===== config.mk =====
export PLATFORM = sky130hd
export DESIGN_NAME = synth_chan_regs
export DESIGN_NICKNAME = d
export VERILOG_FILES = /design/src/rtl/synth_pkg.sv /design/src/rtl/lrclk_tick.sv /design/src/rtl/synth_chan_regs.sv
export SDC_FILE = /design/constraint.sdc
export NUM_CORES = 1
export LEC_CHECK = 0
export CAP_MARGIN = 20
export CORE_UTILIZATION = 38
export CTS_CLUSTER_SIZE = 30
export DETAILED_ROUTE_END_ITERATION = 12
export MAX_ROUTING_LAYER = met4
export PLACE_DENSITY = 0.67
export SYNTH_ARGS = -nofsm -noshare
export SYNTH_HDL_FRONTEND = slang
export SYNTH_HIERARCHICAL = 1
export SYNTH_SLANG_ARGS = --single-unit

===== constraint.sdc =====
create_clock -name clk -period 4.69 [get_ports clk]
set_input_delay 1.1725 -clock clk [delete_from_list [all_inputs] [get_ports clk]]
set_output_delay 1.1725 -clock clk [all_outputs]
set_load 0.005 [all_outputs]

===== src/rtl/synth_pkg.sv =====
// synth_pkg: shared definitions for the oscillator control bank.
//   - register word offsets (addr[11:2]) and the per-channel stride
//   - default phase-increment and gain widths
//   - register-select enum used by the bus decoder
//   - byte-strobe merge helper for 32-bit bus writes
//   - SYNTH_PHASE_INC(f_hz, fs_hz, w): phase increment for an output
//     frequency f_hz at sample rate fs_hz with a w-bit phase accumulator
`ifndef SYNTH_PKG_SV
`define SYNTH_PKG_SV
`define SYNTH_PHASE_INC(f_hz, fs_hz, w) ((64'(f_hz) << (w)) / 64'(fs_hz))
`endif

package synth_pkg;

  localparam int PHASE_SIZE_DEF = 32;
  localparam int GAIN_W_DEF     = 8;

  // Channel c owns word offsets 16*c .. 16*c+15; only +0 and +1 are mapped.
  localparam int         CH_STRIDE   = 16;
  localparam logic [3:0] SUB_FREQ    = 4'd0;
  localparam logic [3:0] SUB_GAIN    = 4'd1;
  localparam logic [9:0] OFF_COMMIT  = 10'h3C0;
  localparam logic [9:0] OFF_STATUS  = 10'h3C1;
  localparam logic [9:0] OFF_SAMPLES = 10'h3C2;

  typedef enum logic [2:0] {
    REG_NONE,
    REG_FREQ,
    REG_GAIN,
    REG_COMMIT,
    REG_STATUS,
    REG_SAMPLES
  } reg_sel_e;

  function automatic logic [31:0] byte_merge(input logic [31:0] old_w,
                                             input logic [31:0] new_w,
                                             input logic [3:0]  strb);
    logic [31:0] r;
    r = old_w;
    for (int b = 0; b < 4; b++) begin
      if (strb[b]) r[8*b +: 8] = new_w[8*b +: 8];
    end
    return r;
  endfunction

endpackage


===== src/rtl/lrclk_tick.sv =====
// lrclk_tick: brings the codec DACLRC into the clk domain and emits a
// one-cycle sample_tick per rising edge of lrclk.
// Ports:
//   clk         in   system clock
//   reset       in   synchronous, active-high
//   lrclk       in   asynchronous DACLRC
//   sample_tick out  one-cycle pulse, 3 clk edges after lrclk rises
module lrclk_tick (
  input  logic clk,
  input  logic reset,
  input  logic lrclk,
  output logic sample_tick
);

  logic sync1_q, sync2_q, prev_q, tick_q;
  logic sync1_d, sync2_d, prev_d, tick_d;

  always_comb begin
    sync1_d = lrclk;
    sync2_d = sync1_q;
    prev_d  = sync2_q;
    tick_d  = sync2_q & ~prev_q;
  end

  always_ff @(posedge clk) begin
    if (reset) begin
      sync1_q <= 1'b0;
      sync2_q <= 1'b0;
      prev_q  <= 1'b0;
      tick_q  <= 1'b0;
    end else begin
      sync1_q <= sync1_d;
      sync2_q <= sync2_d;
      prev_q  <= prev_d;
      tick_q  <= tick_d;
    end
  end

  assign sample_tick = tick_q;

endmodule


===== src/rtl/synth_chan_regs.sv =====
// synth_chan_regs: NUM_CH-channel oscillator control bank on the PicoSoC
// iomem bus. Software writes shadow registers, then writes COMMIT; the whole
// shadow set is copied into the active registers on the next sample_tick.
// Ports:
//   clk, reset            system clock, synchronous active-high reset
//   iomem_valid/ready     bus request / one-cycle acknowledge
//   iomem_wstrb           byte strobes, 0 = read
//   iomem_addr/wdata      byte address / write data
//   iomem_rdata           read data, valid while iomem_ready=1
//   lrclk                 asynchronous DACLRC
//   freq_o, gain_o, en_o  active channel registers, channel 0 in the LSBs
//   sample_tick           one-cycle pulse per audio sample
//   irq                   only with SYNTH_CHAN_REGS_IRQ_EN defined: one-cycle
//                         pulse on the cycle after an apply (routed to irq_5)
module synth_chan_regs
  import synth_pkg::*;
#(
  parameter int         NUM_CH     = 4,
  parameter int         PHASE_SIZE = PHASE_SIZE_DEF,
  parameter int         GAIN_W     = GAIN_W_DEF,
  parameter logic [7:0] BASE_PAGE  = 8'h04
) (
  input  logic                         clk,
  input  logic                         reset,
  input  logic                         iomem_valid,
  output logic                         iomem_ready,
  input  logic [3:0]                   iomem_wstrb,
  input  logic [31:0]                  iomem_addr,
  input  logic [31:0]                  iomem_wdata,
  output logic [31:0]                  iomem_rdata,
  input  logic                         lrclk,
  output logic [NUM_CH*PHASE_SIZE-1:0] freq_o,
  output logic [NUM_CH*GAIN_W-1:0]     gain_o,
  output logic [NUM_CH-1:0]            en_o,
  output logic                         sample_tick
`ifdef SYNTH_CHAN_REGS_IRQ_EN
  ,
  output logic                         irq
`endif
);

  logic [NUM_CH*PHASE_SIZE-1:0] freq_sh_q, freq_sh_d, freq_act_q, freq_act_d;
  logic [NUM_CH*GAIN_W-1:0]     gain_sh_q, gain_sh_d, gain_act_q, gain_act_d;
  logic [NUM_CH-1:0]            en_sh_q, en_sh_d, en_act_q, en_act_d;
  logic                         pending_q, pending_d;
  logic [31:0]                  smp_cnt_q, smp_cnt_d;
  logic                         ready_q, ready_d;
  logic [31:0]                  rdata_q, rdata_d;

  logic [9:0]  woff;
  logic [5:0]  ch;
  logic [3:0]  sub;
  logic        sel, wr, commit_wr, apply;
  reg_sel_e    rsel;
  logic [31:0] rd_word;
  logic [31:0] fword [NUM_CH];
  logic [31:0] gword [NUM_CH];
  logic        unused_addr;

  lrclk_tick u_tick (
    .clk         (clk),
    .reset       (reset),
    .lrclk       (lrclk),
    .sample_tick (sample_tick)
  );

  assign unused_addr = ^{iomem_addr[23:12], iomem_addr[1:0]};

  assign woff = iomem_addr[11:2];
  assign ch   = 6'(woff / 10'(CH_STRIDE));
  assign sub  = 4'(woff % 10'(CH_STRIDE));
  // !ready_q keeps a held request from being serviced twice back to back.
  assign sel  = iomem_valid && !ready_q && (iomem_addr[31:24] == BASE_PAGE);
  assign wr   = sel && (iomem_wstrb != 4'h0);

  always_comb begin
    rsel = REG_NONE;
    if (woff == OFF_COMMIT)                        rsel = REG_COMMIT;
    else if (woff == OFF_STATUS)                   rsel = REG_STATUS;
    else if (woff == OFF_SAMPLES)                  rsel = REG_SAMPLES;
    else if (int'(ch) < NUM_CH && sub == SUB_FREQ) rsel = REG_FREQ;
    else if (int'(ch) < NUM_CH && sub == SUB_GAIN) rsel = REG_GAIN;
  end

  assign commit_wr = wr && (rsel == REG_COMMIT);
  // A commit landing on the tick cycle defers the apply to the next tick.
  assign apply = sample_tick && pending_q && !commit_wr;

  for (genvar c = 0; c < NUM_CH; c++) begin : g_ch
    logic [31:0] f_new, g_new;
    logic        hit_f, hit_g;
    logic        unused_g;

    assign fword[c] = 32'(freq_sh_q[c*PHASE_SIZE +: PHASE_SIZE]);
    assign gword[c] = {en_sh_q[c], 31'(gain_sh_q[c*GAIN_W +: GAIN_W])};
    assign f_new    = byte_merge(fword[c], iomem_wdata, iomem_wstrb);
    assign g_new    = byte_merge(gword[c], iomem_wdata, iomem_wstrb);
    assign unused_g = ^g_new[30:GAIN_W];
    assign hit_f    = wr && (rsel == REG_FREQ) && (int'(ch) == c);
    assign hit_g    = wr && (rsel == REG_GAIN) && (int'(ch) == c);

    assign freq_sh_d[c*PHASE_SIZE +: PHASE_SIZE] =
      hit_f ? f_new[PHASE_SIZE-1:0] : freq_sh_q[c*PHASE_SIZE +: PHASE_SIZE];
    assign gain_sh_d[c*GAIN_W +: GAIN_W] =
      hit_g ? g_new[GAIN_W-1:0] : gain_sh_q[c*GAIN_W +: GAIN_W];
    assign en_sh_d[c] = hit_g ? g_new[31] : en_sh_q[c];
  end

  always_comb begin
    rd_word = '0;
    case (rsel)
      REG_FREQ: begin
        for (int c = 0; c < NUM_CH; c++) if (int'(ch) == c) rd_word = fword[c];
      end
      REG_GAIN: begin
        for (int c = 0; c < NUM_CH; c++) if (int'(ch) == c) rd_word = gword[c];
      end
      REG_STATUS:  rd_word = {pending_q, 10'd0, 5'(NUM_CH), 16'd0};
      REG_SAMPLES: rd_word = smp_cnt_q;
      default:     rd_word = '0;
    endcase
  end

  always_comb begin
    // Active registers always load the pre-write shadow set.
    freq_act_d = apply ? freq_sh_q : freq_act_q;
    gain_act_d = apply ? gain_sh_q : gain_act_q;
    en_act_d   = apply ? en_sh_q   : en_act_q;
    pending_d  = commit_wr ? 1'b1 : (apply ? 1'b0 : pending_q);
    smp_cnt_d  = sample_tick ? smp_cnt_q + 32'd1 : smp_cnt_q;
    ready_d    = sel;
    rdata_d    = sel ? rd_word : rdata_q;
  end

  always_ff @(posedge clk) begin
    if (reset) begin
      freq_sh_q  <= '0;
      gain_sh_q  <= '0;
      en_sh_q    <= '0;
      freq_act_q <= '0;
      gain_act_q <= '0;
      en_act_q   <= '0;
      pending_q  <= 1'b0;
      smp_cnt_q  <= '0;
      ready_q    <= 1'b0;
      rdata_q    <= '0;
    end else begin
      freq_sh_q  <= freq_sh_d;
      gain_sh_q  <= gain_sh_d;
      en_sh_q    <= en_sh_d;
      freq_act_q <= freq_act_d;
      gain_act_q <= gain_act_d;
      en_act_q   <= en_act_d;
      pending_q  <= pending_d;
      smp_cnt_q  <= smp_cnt_d;
      ready_q    <= ready_d;
      rdata_q    <= rdata_d;
    end
  end

`ifdef SYNTH_CHAN_REGS_IRQ_EN
  logic irq_q, irq_d;

  always_comb irq_d = apply;

  always_ff @(posedge clk) begin
    if (reset) irq_q <= 1'b0;
    else       irq_q <= irq_d;
  end

  assign irq = irq_q;
`endif

  assign iomem_ready = ready_q;
  assign iomem_rdata = rdata_q;
  assign freq_o      = freq_act_q;
  assign gain_o      = gain_act_q;
  assign en_o        = en_act_q;

endmodule


* Yosys cells after proc, flatten, opt, wreduce, memory -nomap -nowiden *
Index checks and enable logic that the tools add are counted.
Widths: inputs -> output; s select.

cells by class
  $add $sub $neg = 1
  multiply operators = 0
  divide/modulo/power cells = 0
  $lt $le $gt $ge = 1
  equal/unequal tests = 13
  shift operators = 0
  mux-type cells = 16
  bitwise logic cells = 2
  reduce and logical (&&, ||, !) cells = 48

operators by type and width
  kind                   count
  $mux 32                8
  $pmux 32 s4            1
  $reduce_and 2->1       24
  $add 32x1->32 const B  1
  $eq 10x10->1 const B   3
  $logic_and 1x1->1      18
  $eq 6x3->1 const B     2
  $mux 3                 3
  $eq 8x3->1 const B     1
  $eq 3x2->1 const B     2
  $eq 3x3->1 const B     2
  $eq 6x2->1 const B     1
  $logic_not 6->1        1
  $lt 6x3->1 const B     1
  $eq 4x1->1 const B     1
  $logic_not 4->1        1
  $mux 2                 2
  $reduce_bool 4->1      1
  $eq 3x1->1 const B     1
  $logic_not 1->1        2
  $mux 1                 2
  $reduce_bool 2->1      1
  $and 1x1->1            1
  $not 1->1              1

word-level totals
  flip-flop bits (word level) = 398
  bits in latches = 0
  memory bits (writable) = 0
  ROM bits = 0
  bits of input ports = 72
  word-level logic and storage cells = 116
  memories kept = 0

* Logic depth before layout (Yosys ltp) *
  depth after elaboration = 13
  depth in mapped cells = 8

* By module *
The synthesis kept the hierarchy.

by module, submodules not included
  module           instances  cells an instance  area an instance (um2)  seq. area each (um2)
  synth_chan_regs  1          1872               17832.1                 7887.6
  lrclk_tick       1          8                  111.4                   80.1

* Least setup slack after synthesis *
Ideal clock, no wire load.

  kind = input to register
  start point = in iomem_addr[6]
  end point = reg rdata_q[24] (netlist: iomem_rdata[24])
  data arrival time = 2.708 ns
  path slack = 1.865 ns
  stages = 6
  buffers on the path = 3
  cells stage by stage = clkbuf_1 -> buf_2 -> buf_4 -> mux4_2 -> a22o_1 -> a22o_1

between the ends
  longest elaborated chain between the ends = 9
  elaborated cells between the ends (all ways) = 27

ends and longest elaborated chain
  item                                line                                          RTL
  from (decl)                         synth_chan_regs.sv:28                         input logic [31:0] iomem_addr,
  $lt 6x3->1                          synth_chan_regs.sv:81, synth_chan_regs.sv:82
  $logic_and 1x1->1                   synth_chan_regs.sv:82                         else if (int'(ch) < NUM_CH && sub == SUB_GAIN) rsel = REG_GAIN;
  $mux 2                              synth_chan_regs.sv:82
  $mux 2                              synth_chan_regs.sv:81                         else if (int'(ch) < NUM_CH && sub == SUB_FREQ) rsel = REG_FREQ;
  $mux 3                              synth_chan_regs.sv:80                         else if (woff == OFF_SAMPLES) rsel = REG_SAMPLES;
  $mux 3                              synth_chan_regs.sv:79                         else if (woff == OFF_STATUS) rsel = REG_STATUS;
  $mux 3                              synth_chan_regs.sv:78                         if (woff == OFF_COMMIT) rsel = REG_COMMIT;
  $eq 3x3->1 (tied with other cells)  synth_chan_regs.sv:111                        case (rsel)
  $pmux 32 s4 (*)                     synth_chan_regs.sv:111
  to (signal assigned)                synth_chan_regs.sv:157                        rdata_q <= rdata_d;
  to (decl)                           synth_chan_regs.sv:48                         logic [31:0] rdata_q, rdata_d;

Every way passes the cells marked *; elsewhere a longest branch is shown, timed or not.
A chain may end at the register's enable or synchronous reset.

* Final worst setup path *
  start point = in iomem_wstrb[3]
  end point = reg freq_act_q[43] (netlist: freq_o[43])

between the ends
  longest elaborated chain between the ends = 5

ends and longest elaborated chain
  item                  line                    RTL
  from (decl)           synth_chan_regs.sv:27   input logic [3:0] iomem_wstrb,
  $reduce_bool 4->1     synth_chan_regs.sv:74   assign wr = sel && (iomem_wstrb != 4'h0);
  $logic_and 1x1->1     synth_chan_regs.sv:74
  $logic_and 1x1->1     synth_chan_regs.sv:85   assign commit_wr = wr && (rsel == REG_COMMIT);
  $logic_not 1->1       synth_chan_regs.sv:87   assign apply = sample_tick && pending_q && !commit_wr;
  $logic_and 1x1->1     synth_chan_regs.sv:87
  to (signal assigned)  synth_chan_regs.sv:151  freq_act_q <= freq_act_d;
  to (decl)             synth_chan_regs.sv:42   logic [NUM_CH*PHASE_SIZE-1:0] freq_sh_q, freq_sh_d, freq_act_q, freq_act_d;

Every way passes these cells.

==> flow_summary.toml <==
[timing]
finalCritPeriodShare_pct = 74.0
hold_viol_final = 0
period_needed_ns = 3.47
setup_tns_ns = 0
max_freq_ghz = 0.288
worst_pin_slew_ns = 0.819
relSlewSlack_pct = 45.4
setup_viol = 0
rsz0062_at_grt = "false"
slew_violations = 0
skew_ns = 0.0168

[critical_path]
critPathMaxFanout = 86
cp_slowest_cell = "clkdlybuf4s50_1"
crit_top_cell = "nor4_1"
crit_buf_inv = 2
path_cells = "clkdlybuf4s50_1 -> nor4_1 -> nor4_1 -> a31oi_4 -> buf_12 -> mux2i_1"
cp_slowest_stage_delay_ns = 0.77
r2r_setup_slack_ns = 2.13
required_ns = 5.17
rr_startpoint = "u_tick/sample_tick"
cp_top_family = "buffers and inverters"
path_class = "input port to flop"
cp-end-kind = "flop"
arrival_ns = 3.96
crit_start = "iomem_wstrb[3]"
startpoint_type = "input port"

[pwr]
power_density_nw_per_um2 = 328
p_leak_nw = 7.39
irDropWorstVdd_mv = 0.268

[clocking]
ctsResizeCount = 0
cts_tree = "built"
max-clock-path-buffers = 3
cts.reportedPaths.clkPinSlew_ns = 0.06
h-tree-depth = 2
cts_buffers = 45
cts_sinks = 398
clkLatencyLatePin_ns = 0.58
root_buffer = "clkbuf_16"
ctsHoldBuffers = 0
postCtsSetupBuffers = 0

[placed_design]
place_area_um2 = 20800
port_buffers = 255
globalplace.congestion = 0.847
dpl.hpwl_um = 36600

[run]
cap_violations = 0

[drt]
routed-via-count = 14800
drt_iter0_markers = 1081
ant_nets = 0
routed_wl_um = 54300
route.detailed.drc = 0
post_drt_wl_per_cell_um = 20.3
vias_per_cell = 5.54
first_pass_iters = 7

[synth]
synth_seq_area_share_pct = 44.4
syn_area_um2 = 17900
ys_ff_latch = 398
synth-async-reset-ratio_pct = 0
syn_area_per_cell_um2 = 9.54
syn_inst = 1880
ys_warn_count = 6
synth.distinct_cells = 59
synth_fp_nets = 1953
synth_top_area_share_pct = 44.4
synth.area.top_cells = "dfxtp_1 (44%), mux2i_1 (13%), nand2b_1 (12%)"
yosysTopAreaCell = "dfxtp_1"
ys.flop_type = "dfxtp_1"
synth_edf_count = 0

[floorplan]
initial_core_util_pct = 38.5
core-area_um2 = 46600
ioPinCount = 270
die_h_um = 219
rows = 79
die_w_um = 219
die_area_um2 = 48100

[layout]
final_common_cell = "dfxtp_1"
final_area_um2 = 22400
drive_above_1_share_pct = 7.77
nFillCells = 4328
final_nets = 2109
final_cell_mix = "dfxtp_1 (398), nand2b_1 (339), clkdlybuf4s50_1 (252), mux2i_1 (229), a21oi_1 (147)"
area_delta_synth_final_pct = 24.7

[global_routing]
grt_antenna_before_repair = 1
grt_pass1_vias = 14500
groute.usage.overall_pct = 22.9
grt_pass1_wl_um = 83700
grt_max_degree = 140
grt-ovfl-total = 0

[outcome]
status = "complete, no violations"

[hold_path]
hold_path_class = "flop to flop"
holdCritStartpoint = "u_tick/prev_q"
[cell families (layout without fill, tap and decap cells)]
| family | Yosys count | in the layout | share of synthesized area [%] |
|---|---|---|---|
| and+or+nand+nor | 652 | 652 | 21.9 |
| AOI/OAI and AO/OA | 379 | 379 | 12.3 |
| buffers and inverters | 179 | 372 | 4.54 |
| xor gates and xnor gates | 11 | 11 | 0.537 |
| muxes | 260 | 260 | 16.3 |
| DFF | 398 | 398 | 44.4 |
| adders and majority gates | 1 | 1 | 0.0697 |
| other | 0 | 1 | 0 |
[routing by layer]
metal  part of all wire, %  track usage (%)  up-vias
li1                      -                -     7011
met1                    43             28.9     7209
met2                    47             35.7      522
met3                   6.0             4.38      102
met4                   3.9             9.81        0
met5                     0                -        -
[per-stage QoR]
stage / setup slack (ns) / utilization [%] / hold WS [ns] / instances / power (mW)
6_report: 1.22 / 48.1 / 0.418 / 2681 / 7.33
5_1_grt: 1.21 / 48.1 / 0.420 / 2681 / 7.54
4_1_cts: 1.36 / 48.0 / 0.417 / 2679 / 7.39
3_5_place_dp: 0.773 / 44.6 / 0.406 / 2595 / 3.75
3_3_place_gp: 0.884 / 44.6 / 0.396 / 2595 / 3.74
2_1_floorplan: 1.87 / - / 0.387 / 1880 / 3.62
[where the power goes]
part           internal [mW]  total (mW)  switching, mW
clock network           2.20        3.66           1.46
registers               3.38        3.38        0.00181
logic                  0.125       0.291          0.166
[synthesized netlist by cell type (all sizes together) (2+ instances only)]
library cell    n
clkbuf        114
inv             4
and2            4
or4             8
o21ai         139
and4           24
nor4            9
a22o           45
a32oi           7
nand4          35
nand3         145
nor3            6
a22oi          17
o31ai           7
xnor2           3
and3            8
nor2           32
a211oi          8
o31a            2
mux2i         229
nor2b          15
buf            60
or3             7
mux4           25
a21oi         147
dfxtp         398
xor2            8
nand2          15
mux2            6
a31oi           2
nand2b        339
nor4b           2
[area by class of cell]
class                           count  area, um2  area share, %
Multi-Input combinational cell   1303       9210           41.2
Sequential cell                   398       7970           35.6
Timing Repair Buffer              284       2860           12.8
Clock buffer                       70       1420           6.36
Tap cell                          607        759           3.40
Clock inverter                     14        135          0.604
Inverter                            4       15.0         0.0671
Antenna cell                        1       2.50         0.0112
[flip-flops by register name, summed over array words and instances, names as in the netlist, 4 cells and up]
name,cells
smp_cnt_q,32
gain_sh_q,32
gain_o,32
iomem_rdata,32
freq_o,128
freq_sh_q,128
en_o,4
en_sh_q,4
[path summary, 6_finish.rpt]
path,to,depth (start not counted)
worst max-delay path,freq_o[43],6
worst min-delay path,u_tick/sample_tick,1
worst max register to register,smp_cnt_q[31],4
worst min register to register,u_tick/sample_tick,1
No activity file was read; power rests on OpenSTA's default activity.
==> patch: new RTL, same settings <==
`NUM_CH`: 4 -> 2.
--- a/src/rtl/synth_chan_regs.sv
+++ b/src/rtl/synth_chan_regs.sv
@@ -17,3 +17,3 @@
 #(
-  parameter int         NUM_CH     = 4,
+  parameter int         NUM_CH     = 2,
   parameter int         PHASE_SIZE = PHASE_SIZE_DEF,
Ports: changed (resized en_o, freq_o and gain_o); port bits go from 270 to 188. The function was not compared with the original's and may differ.
==> patch against the unedited design <==
Sequential cell count fell by 164. Area after synthesis fell by 41%. Setup slack improved by 0.35 ns. Non-clock buffer count fell by 99. Design area fell by 40%. Largest power group unchanged. Maximum frequency rose by 11%. Wire length fell by 53%. Count of clock-buffer cells in the layout fell by 35. Total power fell by 42%. Critical path type unchanged.
==> patch: results (changes against the unedited design) <==
\begin{tabular}{lr}
\hline
Metric & Value \\
\hline
\multicolumn{2}{l}{\textbf{Outcome}} \\
Outcome & complete, no violations \\
\multicolumn{2}{l}{\textbf{Global routing}} \\
Maximum number of pins on one net before global-route repair & 122 (-13\%) \\
Met1 global-route usage & 0.2474 (-0.04151) \\
Global routing usage on met3 & 0.03203 (-0.01177) \\
Number of antenna violations at the first check in global routing & 0 (-1) \\
Global Route Usage Sum & 0.1834 (-0.04575) \\
Met2 usage & 0.2848 (-0.07212) \\
Vias in the first global route & 7464 (-49\%) \\
\multicolumn{2}{l}{\textbf{Placed design}} \\
DP HPWL & 16840 um (-54\%) \\
Pre-CTS WS & 1.072 ns (+0.2990 ns) \\
\# placed instances & 1517 (-42\%) \\
Placement Cell Area & 12570 um2 (-40\%) \\
\multicolumn{2}{l}{\textbf{STA}} \\
Largest clock skew in the final design & 0.02450 ns (+0.007675 ns) \\
Final worst hold slack & 0.4003 ns (-0.01770 ns) \\
Fmax & 320.5 MHz (+11\%) \\
Worst-case headroom to the max-slew limit & 0.3088 (-0.1455) \\
\multicolumn{2}{l}{\textbf{Finish}} \\
Fill cell total of the finished layout & 2516 (-42\%) \\
Total Nets Final & 1246 (-41\%) \\
Core utilization of the finished layout & 0.4971 (+0.01659) \\
\multicolumn{2}{l}{\textbf{Worst setup path}} \\
Arrival time worst endpoint & 3.49 ns (-0.47 ns) \\
Launch instance of the worst register-to-register path & iomem\_ready \\
Worst reg-to-reg setup slack & 2.44 ns (+0.31 ns) \\
Biggest fanout along the worst timing path & 82 (-4.7\%) \\
Worst reg2reg path endpoint & freq\_o[15] \\
\multicolumn{2}{l}{\textbf{Synthesis}} \\
Cell types with the largest area share after synthesis & sky130\_fd\_sc\_hd\_\_dfxtp\_1 (44\%), sky130\_fd\_sc\_hd\_\_mux2i\_1 (16\%), sky130\_fd\_sc\_hd\_\_nand2b\_1 (9.9\%) \\
Most frequent cells after synthesis & sky130\_fd\_sc\_hd\_\_dfxtp\_1 (234), sky130\_fd\_sc\_hd\_\_nand2b\_1 (167), sky130\_fd\_sc\_hd\_\_mux2i\_1 (165) \\
Instance count of the mapped netlist & 1023 (-46\%) \\
Post-synthesis sequential area ratio & 0.4435 (-0.0005448) \\
\multicolumn{2}{l}{\textbf{Routing}} \\
First-pass detailed-route iteration total & 5 (-2) \\
Vias per std cell & 4.883 (-12\%) \\
Metal2 WL & 11420 um (-55\%) \\
1st-iter DRT viols & 459 (-58\%) \\
\multicolumn{2}{l}{\textbf{Pwr}} \\
Leakage power of the design & 4.759 nW (-36\%) \\
Max VDD drop & 0.0001962 V (-27\%) \\
Internal power contribution & 3.369 mW (-41\%) \\
\multicolumn{2}{l}{\textbf{Clock network}} \\
Clock insertion delay at the later pin of the skew report & 0.53 ns (-0.05 ns) \\
\hline
\end{tabular}
patch: cell types whose count changed after synthesis, sizes merged, moves of 19 or more:
cell / delta
buf: -40
a22o: -37
dfxtp: -164
and4: -19
o21ai: -138
clkbuf: -71
nor3: +38
nor2: +119
a21oi: -144
nand3: -126
a221oi: +22
nand2b: -172
nand4: -23
mux2i: -64
patch: power groups by stage:
| stage | clock network, mW | registers [mW] | logic [mW] |
|---|---|---|---|
| floorplan | 0 | 2.03 | 0.0831 |
| global placement | 0 | 2.04 | 0.166 |
| detailed placement | 0 | 2.04 | 0.166 |
| CTS | 2.18 | 1.99 | 0.167 |
| global route | 2.27 | 1.99 | 0.177 |
| finish | 2.13 | 1.99 | 0.165 |
patch: cell type report:
type / instances / share of cell area
flip-flops and latches: 234 / 0.3477
multi-input cells: 723 / 0.4126
inverters: 3 / 0.0008359
clock inverters: 12 / 0.01115
well taps: 372 / 0.03455
clock buffers: 35 / 0.05610
repair buffers: 185 / 0.1370
patch: worst max-delay path, cell delays in order:
cell	delay, ns
sky130_fd_sc_hd__clkdlybuf4s50_1	0.46
sky130_fd_sc_hd__or4_1	0.69
sky130_fd_sc_hd__o31ai_1	0.44
sky130_fd_sc_hd__a31oi_4	0.14
sky130_fd_sc_hd__buf_12	0.26
sky130_fd_sc_hd__mux2i_1	0.21
patch: logic make-up after synthesis:
family / Yosys count / share of synthesized area
simple gates: 446 / 0.2484
flops: 234 / 0.4435
mux: 197 / 0.2001
buf+inv: 66 / 0.03222
compound gates: 49 / 0.04975
xor+xnor: 30 / 0.02488
fa+ha+maj: 1 / 0.001184
